File: src/rtl/stream_mux_pkg.sv
// Shared types and helpers for the registered N:1 stream multiplexer.
// Imported by the interface, the round-robin arbiter and the top level.
package stream_mux_pkg;

  typedef enum logic {MODE_SELECT = 1'b0, MODE_RR = 1'b1} mux_mode_t;
  typedef enum logic {ST_IDLE = 1'b0, ST_LOCKED = 1'b1} mux_state_t;

  localparam int DEFAULT_WIDTH    = 32;
  localparam int DEFAULT_CHANNELS = 4;

  // Width of a channel index; never zero so single-bit selects stay legal.
  function automatic int sel_width(input int channels);
    return (channels < 2) ? 1 : $clog2(channels);
  endfunction

endpackage

File: src/rtl/stream_mux_if.sv
// Producer/consumer bundle of the stream multiplexer.
// master drives the producer inputs and consumer ready; slave is the mux itself.
interface stream_mux_if
  import stream_mux_pkg::*;
#(
  parameter int WIDTH    = DEFAULT_WIDTH,
  parameter int CHANNELS = DEFAULT_CHANNELS
);
  localparam int SELW = sel_width(CHANNELS);

  mux_mode_t                  mode;
  logic [SELW-1:0]            sel;
  logic [CHANNELS-1:0]        in_valid;
  logic [CHANNELS*WIDTH-1:0]  in_data;
  logic [CHANNELS-1:0]        in_last;
  logic [CHANNELS-1:0]        in_ready;
  logic                       out_valid;
  logic [WIDTH-1:0]           out_data;
  logic                       out_last;
  logic [SELW-1:0]            out_chan;
  logic                       out_ready;

  modport master (
    output mode, sel, in_valid, in_data, in_last, out_ready,
    input  in_ready, out_valid, out_data, out_last, out_chan
  );

  modport slave (
    input  mode, sel, in_valid, in_data, in_last, out_ready,
    output in_ready, out_valid, out_data, out_last, out_chan
  );

endinterface

File: src/rtl/stream_mux_rr_arbiter.sv
// Combinational rotate-priority arbiter: grants the first requester after
// last_grant, wrapping modulo N.
module rr_arbiter
  import stream_mux_pkg::*;
#(
  parameter int N = DEFAULT_CHANNELS
) (
  input  logic [N-1:0]              req,
  input  logic [sel_width(N)-1:0]   last_grant,
  output logic                      gnt_valid,
  output logic [sel_width(N)-1:0]   gnt_idx
);
  localparam int IW = sel_width(N);

  logic [IW-1:0] probe;

  always_comb begin
    gnt_valid = 1'b0;
    gnt_idx   = '0;
    probe     = '0;
    for (int i = 1; i <= N; i++) begin
      probe = IW'((int'(last_grant) + i) % N);
      if (!gnt_valid && req[probe]) begin
        gnt_valid = 1'b1;
        gnt_idx   = probe;
      end
    end
  end

endmodule

File: src/rtl/stream_mux.sv
// Registered N:1 valid/ready stream multiplexer with packet locking.
// Channel is chosen by sel or round-robin while idle; a grant holds until the last beat.
module stream_mux
  import stream_mux_pkg::*;
#(
  parameter int WIDTH    = DEFAULT_WIDTH,
  parameter int CHANNELS = DEFAULT_CHANNELS
) (
  input  logic        clock,
  input  logic        nreset,
  stream_mux_if.slave bus
);
  localparam int SELW = sel_width(CHANNELS);

  mux_state_t           state, state_next;
  logic [SELW-1:0]      grant, grant_next;
  logic [SELW-1:0]      rr_last, rr_last_next;

  logic                 out_valid_q, out_last_q;
  logic [WIDTH-1:0]     out_data_q;
  logic [SELW-1:0]      out_chan_q;

  logic                 stage_ready;
  logic [31:0]          sel_ext;
  logic                 arb_valid;
  logic [SELW-1:0]      arb_idx;
  logic                 cand_valid;
  logic [SELW-1:0]      cand_idx;
  logic [SELW-1:0]      act_idx;
  logic [CHANNELS-1:0]  ready_vec;
  logic                 xfer;
  logic                 xfer_last;
  logic [WIDTH-1:0]     xfer_data;

  rr_arbiter #(.N(CHANNELS)) u_arb (
    .req        (bus.in_valid),
    .last_grant (rr_last),
    .gnt_valid  (arb_valid),
    .gnt_idx    (arb_idx)
  );

  // Holding nreset low also forces every in_ready low, not just the registers.
  assign stage_ready = nreset & (!out_valid_q | bus.out_ready);
  assign sel_ext     = 32'(bus.sel);

  // Out-of-range sel simply never matches a channel, so it yields no grant.
  always_comb begin
    cand_valid = 1'b0;
    cand_idx   = '0;
    if (bus.mode == MODE_RR) begin
      cand_valid = arb_valid;
      cand_idx   = arb_idx;
    end else begin
      for (int k = 0; k < CHANNELS; k++) begin
        if (sel_ext == 32'(k) && bus.in_valid[k]) begin
          cand_valid = 1'b1;
          cand_idx   = SELW'(k);
        end
      end
    end
  end

  always_ff @(posedge clock or negedge nreset) begin
    if (!nreset) begin
      state   <= ST_IDLE;
      grant   <= '0;
      rr_last <= SELW'(CHANNELS - 1);
    end else begin
      state   <= state_next;
      grant   <= grant_next;
      rr_last <= rr_last_next;
    end
  end

  always_comb begin
    state_next   = state;
    grant_next   = grant;
    rr_last_next = rr_last;
    ready_vec    = '0;
    act_idx      = grant;
    xfer_last    = 1'b0;
    xfer_data    = '0;

    case (state)
      ST_IDLE: begin
        act_idx = cand_idx;
        if (cand_valid) ready_vec[cand_idx] = stage_ready;
      end
      ST_LOCKED: begin
        ready_vec[grant] = stage_ready;
      end
      default: ;
    endcase

    for (int k = 0; k < CHANNELS; k++) begin
      if (act_idx == SELW'(k)) begin
        xfer_last = bus.in_last[k];
        xfer_data = bus.in_data[k*WIDTH +: WIDTH];
      end
    end

    xfer = |(bus.in_valid & ready_vec);

    // rr_last follows every completed packet so RR stays fair across mode switches.
    if (xfer) begin
      if (xfer_last) begin
        state_next   = ST_IDLE;
        rr_last_next = act_idx;
      end else if (state == ST_IDLE) begin
        state_next = ST_LOCKED;
        grant_next = act_idx;
      end
    end
  end

  always_ff @(posedge clock or negedge nreset) begin
    if (!nreset) begin
      out_valid_q <= 1'b0;
      out_data_q  <= '0;
      out_last_q  <= 1'b0;
      out_chan_q  <= '0;
    end else if (stage_ready) begin
      out_valid_q <= xfer;
      if (xfer) begin
        out_data_q <= xfer_data;
        out_last_q <= xfer_last;
        out_chan_q <= act_idx;
      end
    end
  end

  assign bus.in_ready  = ready_vec;
  assign bus.out_valid = out_valid_q;
  assign bus.out_data  = out_data_q;
  assign bus.out_last  = out_last_q;
  assign bus.out_chan  = out_chan_q;

endmodule
File: src/flat_wrapper.sv
// flat-port wrapper written by rule: the top's interface ports become plain ports
module stream_mux_flat import stream_mux_pkg::*;
#(
  parameter int WIDTH    = DEFAULT_WIDTH,
  parameter int CHANNELS = DEFAULT_CHANNELS
)
  (clock, nreset, bus_mode, bus_sel, bus_in_valid, bus_in_data, bus_in_last, bus_out_ready, bus_in_ready, bus_out_valid, bus_out_data, bus_out_last, bus_out_chan);
  stream_mux_if #(.WIDTH(WIDTH), .CHANNELS(CHANNELS)) bus_i ();
  input  logic clock;
  input  logic nreset;
  input wire logic [$bits(bus_i.mode)-1:0] bus_mode;
  input wire logic [$bits(bus_i.sel)-1:0] bus_sel;
  input wire logic [$bits(bus_i.in_valid)-1:0] bus_in_valid;
  input wire logic [$bits(bus_i.in_data)-1:0] bus_in_data;
  input wire logic [$bits(bus_i.in_last)-1:0] bus_in_last;
  input wire logic [$bits(bus_i.out_ready)-1:0] bus_out_ready;
  output wire logic [$bits(bus_i.in_ready)-1:0] bus_in_ready;
  output wire logic [$bits(bus_i.out_valid)-1:0] bus_out_valid;
  output wire logic [$bits(bus_i.out_data)-1:0] bus_out_data;
  output wire logic [$bits(bus_i.out_last)-1:0] bus_out_last;
  output wire logic [$bits(bus_i.out_chan)-1:0] bus_out_chan;
  assign bus_i.mode = bus_mode;
  assign bus_i.sel = bus_sel;
  assign bus_i.in_valid = bus_in_valid;
  assign bus_i.in_data = bus_in_data;
  assign bus_i.in_last = bus_in_last;
  assign bus_i.out_ready = bus_out_ready;
  assign bus_in_ready = bus_i.in_ready;
  assign bus_out_valid = bus_i.out_valid;
  assign bus_out_data = bus_i.out_data;
  assign bus_out_last = bus_i.out_last;
  assign bus_out_chan = bus_i.out_chan;
  stream_mux #(.WIDTH(WIDTH), .CHANNELS(CHANNELS)) u_core (.clock(clock), .nreset(nreset), .bus(bus_i));
endmodule
File: config.mk
export PLATFORM = sky130hd
export DESIGN_NAME = stream_mux_flat
export DESIGN_NICKNAME = d
export VERILOG_FILES = /design/src/rtl/stream_mux_pkg.sv /design/src/rtl/stream_mux_if.sv /design/src/rtl/stream_mux_rr_arbiter.sv /design/src/rtl/stream_mux.sv /design/src/flat_wrapper.sv
export SDC_FILE = /design/constraint.sdc
export NUM_CORES = 1
export LEC_CHECK = 0
export CORE_MARGIN = 5
export CORE_UTILIZATION = 40
export CTS_BUF_LIST = sky130_fd_sc_hd__clkbuf_4
export CTS_CLUSTER_DIAMETER = 30
export DETAILED_ROUTE_END_ITERATION = 10
export PLACE_DENSITY_LB_ADDON = 0.2
export SLEW_MARGIN = 5
export SYNTH_ARGS = -nofsm -noshare
export SYNTH_HDL_FRONTEND = slang
export SYNTH_SLANG_ARGS = --single-unit
File: constraint.sdc
create_clock -name clock -period 3 [get_ports clock]
set_input_delay 0.45 -clock clock [delete_from_list [all_inputs] [get_ports clock]]
set_output_delay 0.45 -clock clock [all_outputs]
set_load 0.01 [all_outputs]
==> results.md, run 1 <==
- Endpoint of the lowest-slack register-to-register path: u_core.bus.out_data[14]$_DFFE_PN0P_
- Final Critical Period: 2.93 ns
- Worst reg2reg path depth: 10
- Register share of total power: 0.234
- P&R area growth vs syn: 66.8%
- Total count of max-transition violations in the final report: 0
- Iteration count of the initial detailed-routing pass: 5
- Number of synthesized flops with an enable pin: 0
- Clock-pin slew reported for the worst setup and hold paths after clock tree synthesis: 0.13 ns
- Post-synthesis sequential area ratio: 0.319
- Cell seen most often among critical-path stages: sky130_fd_sc_hd__or3_1
- Buffer type at the clock tree root: sky130_fd_sc_hd__clkbuf_4
- FP Rows: 32
- CP Buf/Inv Count: 2
- Num CTS Buffers: 5
- Maximum fanout encountered on the critical timing path: 4
- Full die area: 0.00995 mm^2
- Most instantiated library cell after synthesis: sky130_fd_sc_hd__mux2i_1
- Vert. Die Dim: 99.7 um
- Initial antenna violation count: 0
- Top Ports: 182
- Pwr Density: 794 mW/mm^2
- Yosys warnings: 0
- Per-cell routed wire length: 16.7 um
- Leakage component of the power: 0.00222 uW
- Run status: complete, no violations
- Global-route wire length before repair: 15.3 mm
- Biggest area consumer among synthesized cells: sky130_fd_sc_hd__mux2i_1
- Design Power: 4270 uW
- Aggregate global-route resource usage: 0.190
- Register bit total from synthesis: 41
- Placed wire-length estimate after detailed placement: 8.06 mm
- Highest cell delay on the worst timing path: 0.53 ns
- Leftover overflow at the end of global routing: 0
- Max Cap Violations: 0
- CORE AREA: 0.00777 mm^2
- TritonCTS clock tree: yes
- Final net count: 628
- Hold Violations, Final: 0
- Clock Skew: 0.0113 ns
- Proportion of netlist area held by the largest area contributor: 0.320
- Via total after detailed routing: 3007
- Clock power frac: 0.065
- Antenna Nets Post-Route: 0
- Most used DFF post-synth: sky130_fd_sc_hd__dfrtp_1
- Diode insertion count for antenna repair: 0
- Iteration-0 DRC Markers: 74
- Biggest area contributors in the synthesized netlist: sky130_fd_sc_hd__mux2i_1, sky130_fd_sc_hd__dfrtp_1, sky130_fd_sc_hd__mux2_2
- Effective utilization at floorplan: 0.415
- Synth cell count leaders: sky130_fd_sc_hd__mux2i_1, sky130_fd_sc_hd__dfrtp_1, sky130_fd_sc_hd__mux2_2
- Cell family with the largest share of critical-path delay: simple AND/OR/NAND/NOR gates
- Buffer levels on the longest clock path: 2
- Post-synth ARST share: 1.00
- Max-Slew Margin vs Limit: 0.651
- Data arrival time of the worst path: 2.48 ns
- Required time reported for the critical path endpoint: 2.55 ns
- Worst hold slack across all endpoints: 0.148 ns
- Number of setup violations in the final report: 0
- Chip Width: 99.7 um
- Combinational power share: 0.701
- Slew at the pin closest to its max-slew limit: 0.524 ns
- Tightest Hold Check Type: in -> async
- Clk sinks: 41
- Mean instance size in the synthesized netlist: 11.2 um^2
- Number of instances in the synthesized netlist: 288
- Quantity of I/O buffers inserted on ports: 181
- Element type at the critical path start: primary input
- CP endpoint kind: primary output
- Internal power consumption: 2640 uW
- Via density per instance: 5.11
- Path type of the worst setup path: in -> out
- Number of hold-repair buffers added at the cts stage: 0
- Largest net degree at the start of global routing: 43
- Ordered list of cells on the worst path: clkdlybuf4s50_1 > nor2_1 > and3_1 > or3_1 > or3_1 > o32ai_1 > clkdlybuf4s15_1
- Clock latency at the later pin of the worst-skew pair: 0.35 ns
- Number of nets produced by synthesis: 430
- Share of cells above drive strength 1: 0.172
- Total routed wirelength: 9.86 mm
- Library cells used by synthesis: 49
- H-Tree Level Count: 2
- Reg2Reg Setup Slack: 0.41 ns
- Net Switching: 1630 uW
- R2r startpoint: u_core.rr_last[1]$_DFFE_PN1P_
- Unrepaired setup endpoints after global routing: false
- Max VDD drop: 562 uV
- Achievable Freq: 341 MHz
- Final cycle utilization of the critical path: 0.977
- Netlist Area Pre-Place: 0.00322 mm^2
- Final weighted congestion in routability-driven placement: 0.875
- Master of the slowest instance on the critical path: sky130_fd_sc_hd__clkdlybuf4s50_1
- Switching fraction of total power: 0.382
- Residual DRC count: 0
- Via count of the first global-routing pass: 3242
## cell families (layout without fill, tap and decap cells)
kind of cell / after synthesis / in the layout / synth area share
multiplexers: 138 / 138 / 0.442
AO/OA/AOI/OAI: 43 / 43 / 0.114
flip-flops: 41 / 41 / 0.319
AND/OR/NAND/NOR: 39 / 39 / 0.0722
buffers and inverters: 26 / 225 / 0.0497
XOR/XNOR: 1 / 1 / 0.00272
## cells in the final DEF (no fill, tap or decap), drive strengths merged, types with 4 or more instances in the layout
master / count
clkdlybuf4s50: 175
mux2i: 103
buf: 31
mux2: 35
dfrtp: 39
nor2: 10
a21oi: 6
o21ai: 5
dlygate4sd2: 4
clkbuf: 5
inv: 7
nand2: 8
## sequential cells by signal, summed over array words and instances (netlist names)
name and count:
u_core.bus.out_data 32, u_core.rr_last 2, u_core.grant 2, u_core.bus.out_valid 1, u_core.bus.out_last 1, u_core.state 1, u_core.bus.out_chan 2
## worst register-to-register path: stages (launching register included)
cell and delay [ns]:
sky130_fd_sc_hd__dfstp_2 0.60, sky130_fd_sc_hd__buf_4 0.15, sky130_fd_sc_hd__buf_4 0.14, sky130_fd_sc_hd__mux2i_1 0.07, sky130_fd_sc_hd__o22ai_1 0.26, sky130_fd_sc_hd__buf_4 0.17
sky130_fd_sc_hd__o211a_4 0.20, sky130_fd_sc_hd__buf_12 0.25, sky130_fd_sc_hd__mux2i_1 0.31, sky130_fd_sc_hd__mux2i_1 0.09, sky130_fd_sc_hd__mux2_2 0.26
## metrics by stage
step	std cells	instance area (um^2)	setup WS [ns]	utilization	setup TNS [ns]
after CTS	589	5370	0.0703	0.692	0
after floorplan	288	3220	0.740	-	0
final	589	5370	0.0678	0.692	0
after global placement	579	5300	-0.215	0.682	-0.551
after detailed placement	579	5300	-0.270	0.682	-0.694
after global routing	589	5370	0.00753	0.692	0
## layout make-up
type / count / area [um^2]
fill: 622 / 2390
timing repair buffer: 211 / 2090
multi-input combinational: 221 / 2050
sequential: 41 / 1030
tap: 102 / 128
clock buffer: 5 / 37.5
inverter: 6 / 22.5
clock inverter: 3 / 16.3
## how the worst max path moves through the flow
stage                                  to  slack, ns  cells past startpoint            start
after floorplan           bus_in_ready[1]       0.74                      6  bus_in_valid[3]
final                     bus_in_ready[1]       0.07                      7  bus_in_valid[3]
after global placement    bus_in_ready[1]      -0.21                      7  bus_in_valid[2]
after global routing      bus_in_ready[1]      0.008                      8  bus_in_valid[3]
after detailed placement  bus_in_ready[1]      -0.27                      7  bus_in_valid[2]
after CTS                 bus_in_ready[1]       0.07                      7  bus_in_valid[3]
## what timing repair did
| item | CTS | global route |
|---|---|---|
| resized for setup | 7 | 1 |
| endpoints found under the setup margin | 4 | 1 |
| setup buffers | 2 | 0 |
## power by group through the flow
stage	combinational, uW	clock, uW	sequential [uW]
after floorplan	1750	0	1090
after global placement	2970	0	1010
after detailed placement	3020	0	1010
after CTS	3040	293	1000
after global routing	3210	307	1040
final	2990	277	998
## routing by layer
metal,up-vias,wire [um],part of all wire,GRT usage
li1,1483,-,-,-
met1,1389,3710,0.38,0.206
met2,117,5100,0.52,0.348
met3,18,843,0.085,0.0589
met4,0,208,0.021,0.0651
met5,-,0,0,0
Power figures use the tool's default switching activity.
==> run 2, diff against run 1 <==
- SLEW_MARGIN: 5 -> 0
==> results of run 2 <==
The final DEF is identical to that of run 1; final timing and power are the same.
